`src/rtl/cv32e40p_mult_arbiter_if.sv`:
```
// rtl/cv32e40p_mult_arbiter_if.sv - requester command/response bus of the shared multiplier arbiter
interface cv32e40p_mult_arbiter_if;
  logic [1:0]       req_valid_i;
  logic [1:0]       req_ready_o;
  logic [1:0][2:0]  req_op_i;
  logic [1:0][1:0]  req_signed_i;
  logic [1:0]       req_subword_i;
  logic [1:0][4:0]  req_imm_i;
  logic [1:0][31:0] req_op_a_i;
  logic [1:0][31:0] req_op_b_i;
  logic [1:0][31:0] req_op_c_i;
  logic [1:0]       rsp_valid_o;
  logic [1:0]       rsp_ready_i;
  logic [31:0]      rsp_result_o;

  modport master (
    output req_valid_i, req_op_i, req_signed_i, req_subword_i, req_imm_i,
           req_op_a_i, req_op_b_i, req_op_c_i, rsp_ready_i,
    input  req_ready_o, rsp_valid_o, rsp_result_o
  );

  modport slave (
    input  req_valid_i, req_op_i, req_signed_i, req_subword_i, req_imm_i,
           req_op_a_i, req_op_b_i, req_op_c_i, rsp_ready_i,
    output req_ready_o, rsp_valid_o, rsp_result_o
  );
endinterface

```
`src/rtl/cv32e40p_mult_arbiter.sv`:
```
// rtl/cv32e40p_mult_arbiter.sv - shares one cv32e40p_mult between core EX and the aux port
module cv32e40p_mult_arbiter #(
  parameter bit RR_EN = 1'b1
) (
  input  logic                          clk,
  input  logic                          rst_n,
  input  logic                          flush_i,
  cv32e40p_mult_arbiter_if.slave        bus,
  output logic                          mult_enable_o,
  output logic [2:0]                    mult_operator_o,
  output logic [1:0]                    mult_short_signed_o,
  output logic                          mult_short_subword_o,
  output logic [4:0]                    mult_imm_o,
  output logic [31:0]                   mult_op_a_o,
  output logic [31:0]                   mult_op_b_o,
  output logic [31:0]                   mult_op_c_o,
  input  logic [31:0]                   mult_result_i,
  input  logic                          mult_ready_i,
  output logic                          mult_ex_ready_o
);

  typedef enum logic [1:0] {IDLE, BUSY, RESP} state_e;

  state_e      r_state;
  logic [2:0]  r_op;
  logic [1:0]  r_signed;
  logic        r_subword;
  logic [4:0]  r_imm;
  logic [31:0] r_op_a;
  logic [31:0] r_op_b;
  logic [31:0] r_op_c;
  logic [31:0] r_result;
  logic        r_owner;
  logic        r_last;
  logic        r_kill;
  logic        r_enable;
  logic [1:0]  r_rsp_valid;

  logic        w_grant;
  logic        w_accept;
  logic [1:0]  w_req_ready;

  // On contention round-robin favours the requester not served last time.
  always_comb begin
    w_grant = bus.req_valid_i[1] & ~bus.req_valid_i[0];
    if (bus.req_valid_i == 2'b11) begin
      w_grant = RR_EN ? ~r_last : 1'b0;
    end
    w_req_ready = 2'b00;
    if ((r_state == IDLE) && !flush_i) begin
      w_req_ready[w_grant] = bus.req_valid_i[w_grant];
    end
  end

  assign w_accept = |w_req_ready;

  always_ff @(posedge clk or negedge rst_n) begin
    if (!rst_n) begin
      r_state     <= IDLE;
      r_op        <= 3'd0;
      r_signed    <= 2'd0;
      r_subword   <= 1'b0;
      r_imm       <= 5'd0;
      r_op_a      <= 32'd0;
      r_op_b      <= 32'd0;
      r_op_c      <= 32'd0;
      r_result    <= 32'd0;
      r_owner     <= 1'b0;
      r_last      <= 1'b1;
      r_kill      <= 1'b0;
      r_enable    <= 1'b0;
      r_rsp_valid <= 2'b00;
    end else begin
      case (r_state)
        IDLE: begin
          if (w_accept) begin
            r_op      <= bus.req_op_i[w_grant];
            r_signed  <= bus.req_signed_i[w_grant];
            r_subword <= bus.req_subword_i[w_grant];
            r_imm     <= bus.req_imm_i[w_grant];
            r_op_a    <= bus.req_op_a_i[w_grant];
            r_op_b    <= bus.req_op_b_i[w_grant];
            r_op_c    <= bus.req_op_c_i[w_grant];
            r_owner   <= w_grant;
            r_last    <= w_grant;
            r_kill    <= 1'b0;
            r_enable  <= 1'b1;
            r_state   <= BUSY;
          end
        end
        BUSY: begin
          // A killed op still runs to FINISH so the mult never stalls mid-MULH.
          if (flush_i) begin
            r_kill <= 1'b1;
          end
          if (mult_ready_i) begin
            r_result <= mult_result_i;
            r_enable <= 1'b0;
            if (r_kill || flush_i) begin
              r_state <= IDLE;
            end else begin
              r_state     <= RESP;
              r_rsp_valid <= r_owner ? 2'b10 : 2'b01;
            end
          end
        end
        RESP: begin
          if (flush_i || bus.rsp_ready_i[r_owner]) begin
            r_rsp_valid <= 2'b00;
            r_state     <= IDLE;
          end
        end
        default: r_state <= IDLE;
      endcase
    end
  end

  assign bus.req_ready_o  = w_req_ready;
  assign bus.rsp_valid_o  = r_rsp_valid;
  assign bus.rsp_result_o = r_result;

  assign mult_enable_o        = r_enable;
  assign mult_operator_o      = r_op;
  assign mult_short_signed_o  = r_signed;
  assign mult_short_subword_o = r_subword;
  assign mult_imm_o           = r_imm;
  assign mult_op_a_o          = r_op_a;
  assign mult_op_b_o          = r_op_b;
  assign mult_op_c_o          = r_op_c;
  assign mult_ex_ready_o      = (r_state == BUSY) ? mult_ready_i : 1'b1;

endmodule
```
`src/flat_wrapper.sv`:
```
// flat-port wrapper written by rule: the top's interface ports become plain ports
module cv32e40p_mult_arbiter_flat 
#(
  parameter bit RR_EN = 1'b1
)
  (clk, rst_n, flush_i, mult_enable_o, mult_operator_o, mult_short_signed_o, mult_short_subword_o, mult_imm_o, mult_op_a_o, mult_op_b_o, mult_op_c_o, mult_result_i, mult_ready_i, mult_ex_ready_o, bus_req_valid_i, bus_req_op_i, bus_req_signed_i, bus_req_subword_i, bus_req_imm_i, bus_req_op_a_i, bus_req_op_b_i, bus_req_op_c_i, bus_rsp_ready_i, bus_req_ready_o, bus_rsp_valid_o, bus_rsp_result_o);
  cv32e40p_mult_arbiter_if bus_i ();
  input  logic clk;
  input  logic rst_n;
  input  logic flush_i;
  output logic mult_enable_o;
  output logic [2:0] mult_operator_o;
  output logic [1:0] mult_short_signed_o;
  output logic mult_short_subword_o;
  output logic [4:0] mult_imm_o;
  output logic [31:0] mult_op_a_o;
  output logic [31:0] mult_op_b_o;
  output logic [31:0] mult_op_c_o;
  input  logic [31:0] mult_result_i;
  input  logic mult_ready_i;
  output logic mult_ex_ready_o;
  input wire logic [$bits(bus_i.req_valid_i)-1:0] bus_req_valid_i;
  input wire logic [$bits(bus_i.req_op_i)-1:0] bus_req_op_i;
  input wire logic [$bits(bus_i.req_signed_i)-1:0] bus_req_signed_i;
  input wire logic [$bits(bus_i.req_subword_i)-1:0] bus_req_subword_i;
  input wire logic [$bits(bus_i.req_imm_i)-1:0] bus_req_imm_i;
  input wire logic [$bits(bus_i.req_op_a_i)-1:0] bus_req_op_a_i;
  input wire logic [$bits(bus_i.req_op_b_i)-1:0] bus_req_op_b_i;
  input wire logic [$bits(bus_i.req_op_c_i)-1:0] bus_req_op_c_i;
  input wire logic [$bits(bus_i.rsp_ready_i)-1:0] bus_rsp_ready_i;
  output wire logic [$bits(bus_i.req_ready_o)-1:0] bus_req_ready_o;
  output wire logic [$bits(bus_i.rsp_valid_o)-1:0] bus_rsp_valid_o;
  output wire logic [$bits(bus_i.rsp_result_o)-1:0] bus_rsp_result_o;
  assign bus_i.req_valid_i = bus_req_valid_i;
  assign bus_i.req_op_i = bus_req_op_i;
  assign bus_i.req_signed_i = bus_req_signed_i;
  assign bus_i.req_subword_i = bus_req_subword_i;
  assign bus_i.req_imm_i = bus_req_imm_i;
  assign bus_i.req_op_a_i = bus_req_op_a_i;
  assign bus_i.req_op_b_i = bus_req_op_b_i;
  assign bus_i.req_op_c_i = bus_req_op_c_i;
  assign bus_i.rsp_ready_i = bus_rsp_ready_i;
  assign bus_req_ready_o = bus_i.req_ready_o;
  assign bus_rsp_valid_o = bus_i.rsp_valid_o;
  assign bus_rsp_result_o = bus_i.rsp_result_o;
  cv32e40p_mult_arbiter #(.RR_EN(RR_EN)) u_core (.clk(clk), .rst_n(rst_n), .flush_i(flush_i), .bus(bus_i), .mult_enable_o(mult_enable_o), .mult_operator_o(mult_operator_o), .mult_short_signed_o(mult_short_signed_o), .mult_short_subword_o(mult_short_subword_o), .mult_imm_o(mult_imm_o), .mult_op_a_o(mult_op_a_o), .mult_op_b_o(mult_op_b_o), .mult_op_c_o(mult_op_c_o), .mult_result_i(mult_result_i), .mult_ready_i(mult_ready_i), .mult_ex_ready_o(mult_ex_ready_o));
endmodule
```
`config.mk`:
```
export PLATFORM = sky130hd
export DESIGN_NAME = cv32e40p_mult_arbiter_flat
export DESIGN_NICKNAME = d
export VERILOG_FILES = /design/src/rtl/cv32e40p_mult_arbiter_if.sv /design/src/rtl/cv32e40p_mult_arbiter.sv /design/src/flat_wrapper.sv
export SDC_FILE = /design/constraint.sdc
export NUM_CORES = 1
export LEC_CHECK = 0
export ABC_AREA = 1
export CELL_PAD_IN_SITES_DETAIL_PLACEMENT = 0
export CELL_PAD_IN_SITES_GLOBAL_PLACEMENT = 1
export CORE_MARGIN = 5
export CORE_UTILIZATION = 28
export CTS_CLUSTER_DIAMETER = 200
export DETAILED_ROUTE_END_ITERATION = 8
export PLACE_DENSITY = 0.92
export SYNTH_ARGS = -nofsm -noshare
export SYNTH_HDL_FRONTEND = slang
export SYNTH_SLANG_ARGS = --single-unit
```
`constraint.sdc`:
```
create_clock -name clk -period 2.3 [get_ports clk]
set_input_delay 0.23 -clock clk [delete_from_list [all_inputs] [get_ports clk]]
set_output_delay 0.23 -clock clk [all_outputs]
set_load 0.02 [all_outputs]
```
# Word level (Yosys, flattened, before mapping)
# Index checks and enable logic that the tools add are counted.
[classes] n_eq_ne=8 reduce_logical=15 magnitude_cmp=3 n_bitwise=4 mux=38
[ops] operator="2-to-1 mux 32 bit" count=6
[ops] operator="2-to-1 mux 2 bit" count=10
[ops] operator="2-to-1 mux 1 bit" count=13
[ops] operator="2-to-1 mux 5 bit" count=2
[ops] operator="AND reduction 3 bit" count=3
[ops] operator="2-to-1 mux 3 bit" count=2
[ops] operator="!= test 2 bit (second input constant)" count=3
[ops] operator="one-hot mux 2 bit (3 select lines)" count=1
[ops] operator="== test 2 bit (second input constant)" count=2
[ops] operator="less-than comparator 1 x 2 -> 1 bit (second input constant)" count=2
[ops] operator="!= test 2 x 1 -> 1 bit (second input constant)" count=2
[ops] operator="one-hot mux 1 bit (2 select lines)" count=2
[ops] operator="one-hot mux 2 bit (2 select lines)" count=1
[ops] operator="AND reduction 2 bit" count=2
[ops] operator="AND reduction 4 bit" count=1
[ops] operator="nonzero test 2 bit" count=2
[ops] operator="AND 2 bit" count=1
[ops] operator="== test 2 x 1 -> 1 bit (second input constant)" count=1
[ops] operator="logical AND 1 bit" count=2
[ops] operator="logical NOT 2 bit" count=1
[ops] operator="logical OR 1 bit" count=2
[ops] operator="inverter 1 bit" count=2
[ops] operator="OR reduction 2 bit" count=1
[ops] operator="AND 1 bit" count=1
[ops] operator="3 further kinds" count=3
[word_totals] input_bits=254 ff_bits=147 wordCells=82

# Depth between registers and ports, before layout
[logic_depth] word_depth=12 depth_mapped=8 mapped_depth_nobuf=7

# Least setup slack after synthesis
# OpenSTA, ideal clock, no wires.
[synth_path] path_type="input to output" startpoint="input port bus_req_valid_i[1]" endpoint="output port bus_req_ready_o[0]" t_required_ns=2.070 arrival_ns=1.280 path_stages=4 n_path_buf=3 slack_ns=0.790 cell_sequence="buf_4 buf_4 buf_2 a211oi_1"
[synth_via] elab_chain_cells=8
[synth_lines] element="start, declared" line="flat_wrapper.sv:22" text="input wire logic [$bits(bus_i.req_valid_i)-1:0] bus_req_valid_i;"
[synth_lines] element="== test 2 bit / AND 1 bit (equally long branches)" line="cv32e40p_mult_arbiter.sv:46, cv32e40p_mult_arbiter.sv:45"
[synth_lines] element="2-to-1 mux 1 bit" line="cv32e40p_mult_arbiter.sv:46" text="if (bus.req_valid_i == 2'b11) begin"
[synth_lines] element="less-than comparator 1 x 2 -> 1 bit (not written as such) / >= comparator 1 bit (equally long branches)" line="cv32e40p_mult_arbiter.sv:51" text="w_req_ready[w_grant] = bus.req_valid_i[w_grant];"
[synth_lines] element="logical AND 1 bit (not written as such)" line="cv32e40p_mult_arbiter.sv:51"
[synth_lines] element="2-to-1 mux 1 bit (not written as such)" line="cv32e40p_mult_arbiter.sv:51"
[synth_lines] element="demux 1 bit (select 1 bit)"
[synth_lines] element="AND 2 bit (no line) (*)"
[synth_lines] element="2-to-1 mux 2 bit (*)" line="cv32e40p_mult_arbiter.sv:50" text="if ((r_state == IDLE) && !flush_i) begin"
[synth_lines] element="end, declared" line="flat_wrapper.sv:31" text="output wire logic [$bits(bus_i.req_ready_o)-1:0] bus_req_ready_o;"
# Every way passes the cells marked *; elsewhere a longest branch is shown, timed or not. The select of a mux whose other input is x is not followed.

# Final worst setup path
[layout_path] startpoint="register u_core.r_state[1]" endpoint="output port bus_req_ready_o[1]"
[layout_via] elab_chain_cells=3
[layout_lines] element="start, declared" line="cv32e40p_mult_arbiter.sv:24" text="state_e r_state;"
[layout_lines] element="start signal, assigned" line="cv32e40p_mult_arbiter.sv:59" text="r_state <= IDLE;"
[layout_lines] element="start signal, assigned" line="cv32e40p_mult_arbiter.sv:88" text="r_state <= BUSY;"
[layout_lines] element="start signal, assigned" line="cv32e40p_mult_arbiter.sv:100" text="r_state <= IDLE;"
[layout_lines] element="logical NOT 2 bit" line="cv32e40p_mult_arbiter.sv:50"
[layout_lines] element="logical AND 1 bit" line="cv32e40p_mult_arbiter.sv:50"
[layout_lines] element="2-to-1 mux 2 bit" line="cv32e40p_mult_arbiter.sv:50"
# Every way passes these cells.

==> impl_metrics.tcl <==
set metrics [dict create \
    instances_no_fill 1705 \
    cts_max_path_buffers 2 \
    rsz0062_at_grt "false" \
    cts_max_level 4 \
    port_buffers 398 \
    worstMarginPinSlew_ns 0.653 \
    max_freq_mhz 462 \
    leakagePower_nw 5.99 \
    area_delta_synth_final_pct 67.8 \
    initial_core_util 0.283 \
    root_buffer "clkbuf_16" \
    crit_type "flip-flop to output port" \
    synthCells 997 \
    cts_sinks 147 \
    required_ns 2.07 \
    ys_types 18 \
    ys_seq_elements 147 \
    cp.arrival_ns 1.94 \
    slew_viol_final 0 \
    worstReg2RegEnd "u_core.mult_op_a_o[21]$_DFFE_PN0P_" \
    gp_congestion 0.795 \
    syn_nets 1251 \
    grt_pass1_vias 7589 \
    cts_tree "done" \
    cts_buffers 17 \
    diodes 0 \
    power_density_mw_per_mm2 1200 \
    cts-resized-gates 0 \
    num_rows 58 \
    finalCritPeriodShare 0.942 \
    dp.cells 1672 \
    ir_drop_v 0.000576 \
    wirelength_mm 26.3 \
    clk_pin_slew_worst_paths_ns 0.06 \
    power_mw 14.4 \
    setup_slack_ns 0.134 \
    drc_errors 0 \
    dp_slack_ns 0.242 \
    finalSetupViolations 0 \
    end_kind "output port" \
    die_w_microns 169 \
    dr.pass1.iters 5 \
    avgSynthCellArea_sq_um 7.14 \
    syn-cell-area_sq_mm 0.00712 \
    critPathLaunchType "flip-flop" \
    tns_ns 0 \
    hold_start "bus_req_valid_i[1]" \
    r2r_start "u_core.r_state[1]$_DFFE_PN0P_" \
    layout-drive-gt1-share 0.0378 \
    max-slew-margin-rel 0.564 \
    hpwl_mm 19.3 \
    yosys_warnings 0 \
    ant_nets 0 \
    drtIter0Drc 544 \
    grt-ovfl-total 0 \
    vias_per_cell 4.49 \
    hold_class "primary input to flip-flop" \
    hold_viol_final 0 \
    grt_pass1_wl_mm 41.1 \
    status "finished clean" \
    num_vias 7660 \
    fin_skew_ns 0.0186 \
    whs_path_depth 5 \
    num-nets-final 1616 \
    io_pins 399 \
    crit_path_max_fanout 3 \
    utilization 0.476 \
    dieArea_sq_mm 0.0287 \
    routedWlPerCell_microns 15.4 \
    min_to "u_core.r_last$_DFFE_PN1P_" \
    grtUsageTotal 0.178 \
    fin_crit_ns 2.17 \
    clock_latency_ns 0.42 \
    yosysSeqAreaShare 0.517 \
    maxCapViolations 0 \
    reg2reg_slack_ns 0.64 \
    reg2reg_depth 7 \
    grt_max_degree 108 \
    fp.dieH_microns 169 \
    core_area_sq_mm 0.0251 \
    antenna_found_initial 0 \
]
routing by layer:
layer	track usage	part of all wire	vias up
met5	0	0	-
met4	0.0585	0.025	0
met3	0.0599	0.099	31
met2	0.299	0.48	323
met1	0.217	0.40	3518
li1	-	-	3788
what timing repair did:
item	in CTS	in global routing
hold endpoints to repair	38	0
buffers inserted	0	0
hold buffers	1	0
synth_stat cells:
master,count,share of area
inv_2,1,0.00053
buf_4,7,0.0074
inv_1,12,0.0063
nand3_1,108,0.076
a21oi_2,1,0.0012
buf_6,2,0.0032
nand2_2,2,0.0018
o21ai_0,3,0.0021
nor2_1,6,0.0032
clkbuf_1,17,0.0090
a211oi_1,1,0.0011
dfstp_2,1,0.0037
nor2_2,1,0.00088
dfrtp_1,146,0.51
buf_2,37,0.026
buf_1,1,0.00053
nand2_1,649,0.34
nand4_1,2,0.0018
critical path, stage by stage, from the launching register on:
cell and delay, ns:
dfrtp_1 0.40, nor2_1 0.10, nand2_1 0.14, nor2_1 0.17, clkdlybuf4s50_1 0.71
metrics by stage:
step / hold slack [ns] / area (sq um)
finish: 0.277 / 11900
global route: 0.283 / 11900
global placement: 0.193 / 11400
detailed placement: 0.194 / 11400
floorplan: -0.0656 / 7120
CTS: 0.269 / 11900
kinds of logic (layout without fill, tap and decap cells):
group	count (synthesis)	after routing	share of synthesized area
and+or+nand+nor	768	768	0.426
AOI/OAI and AO/OA	5	5	0.00439
DFF	147	147	0.517
buffers and inverters	77	455	0.0529
placed cells by master (no fill, tap or decap), types with 4 or more instances in the layout:
cell type | netlist | final
buf_12 | 0 | 7
buf_4 | 7 | 5
clkbuf_16 | 0 | 17
clkdlybuf4s50_1 | 0 | 396
dfrtp_1 | 146 | 146
inv_1 | 12 | 11
inv_6 | 0 | 4
nand2_1 | 649 | 649
nand3_1 | 108 | 108
nor2_1 | 6 | 6
area by class of cell:
cell class                      instances  area, sq um
Fill cell                            2519        13200
Sequential cell                       147         3680
Clock inverter                         14          119
Inverter                               13         50.0
Tap cell                              330          413
Clock buffer                           18          439
Timing Repair Buffer                  410         4160
Multi-Input combinational cell        773         3080
power breakdown:
group,switching (mW),internal [mW],total [mW]
combinational,3.97,3.21,7.18
clock,1.21,1.44,2.65
sequential,0.704,3.85,4.55
total,5.88,8.50,14.4
flip-flops by register name (all words and copies together), names as in the netlist, 2 cells and up:
| name | flops |
|---|---|
| u_core.bus.rsp_result_o | 32 |
| u_core.mult_op_a_o | 32 |
| u_core.mult_op_b_o | 32 |
| u_core.mult_op_c_o | 32 |
| u_core.mult_imm_o | 5 |
| u_core.mult_operator_o | 3 |
| u_core.bus.rsp_valid_o | 2 |
| u_core.mult_short_signed_o | 2 |
| u_core.r_state | 2 |
worst max path at each step:
stage	startpoint	endpoint	cells past startpoint
finish	u_core.r_state[1]$_DFFE_PN0P_	bus_req_ready_o[1]	4
global route	u_core.r_state[1]$_DFFE_PN0P_	bus_req_ready_o[1]	4
CTS	u_core.r_state[1]$_DFFE_PN0P_	bus_req_ready_o[1]	4
detailed placement	flush_i	bus_req_ready_o[1]	5
global placement	flush_i	bus_req_ready_o[0]	5
floorplan	bus_req_valid_i[1]	bus_req_ready_o[0]	4
(Power assumes the default switching activity.)
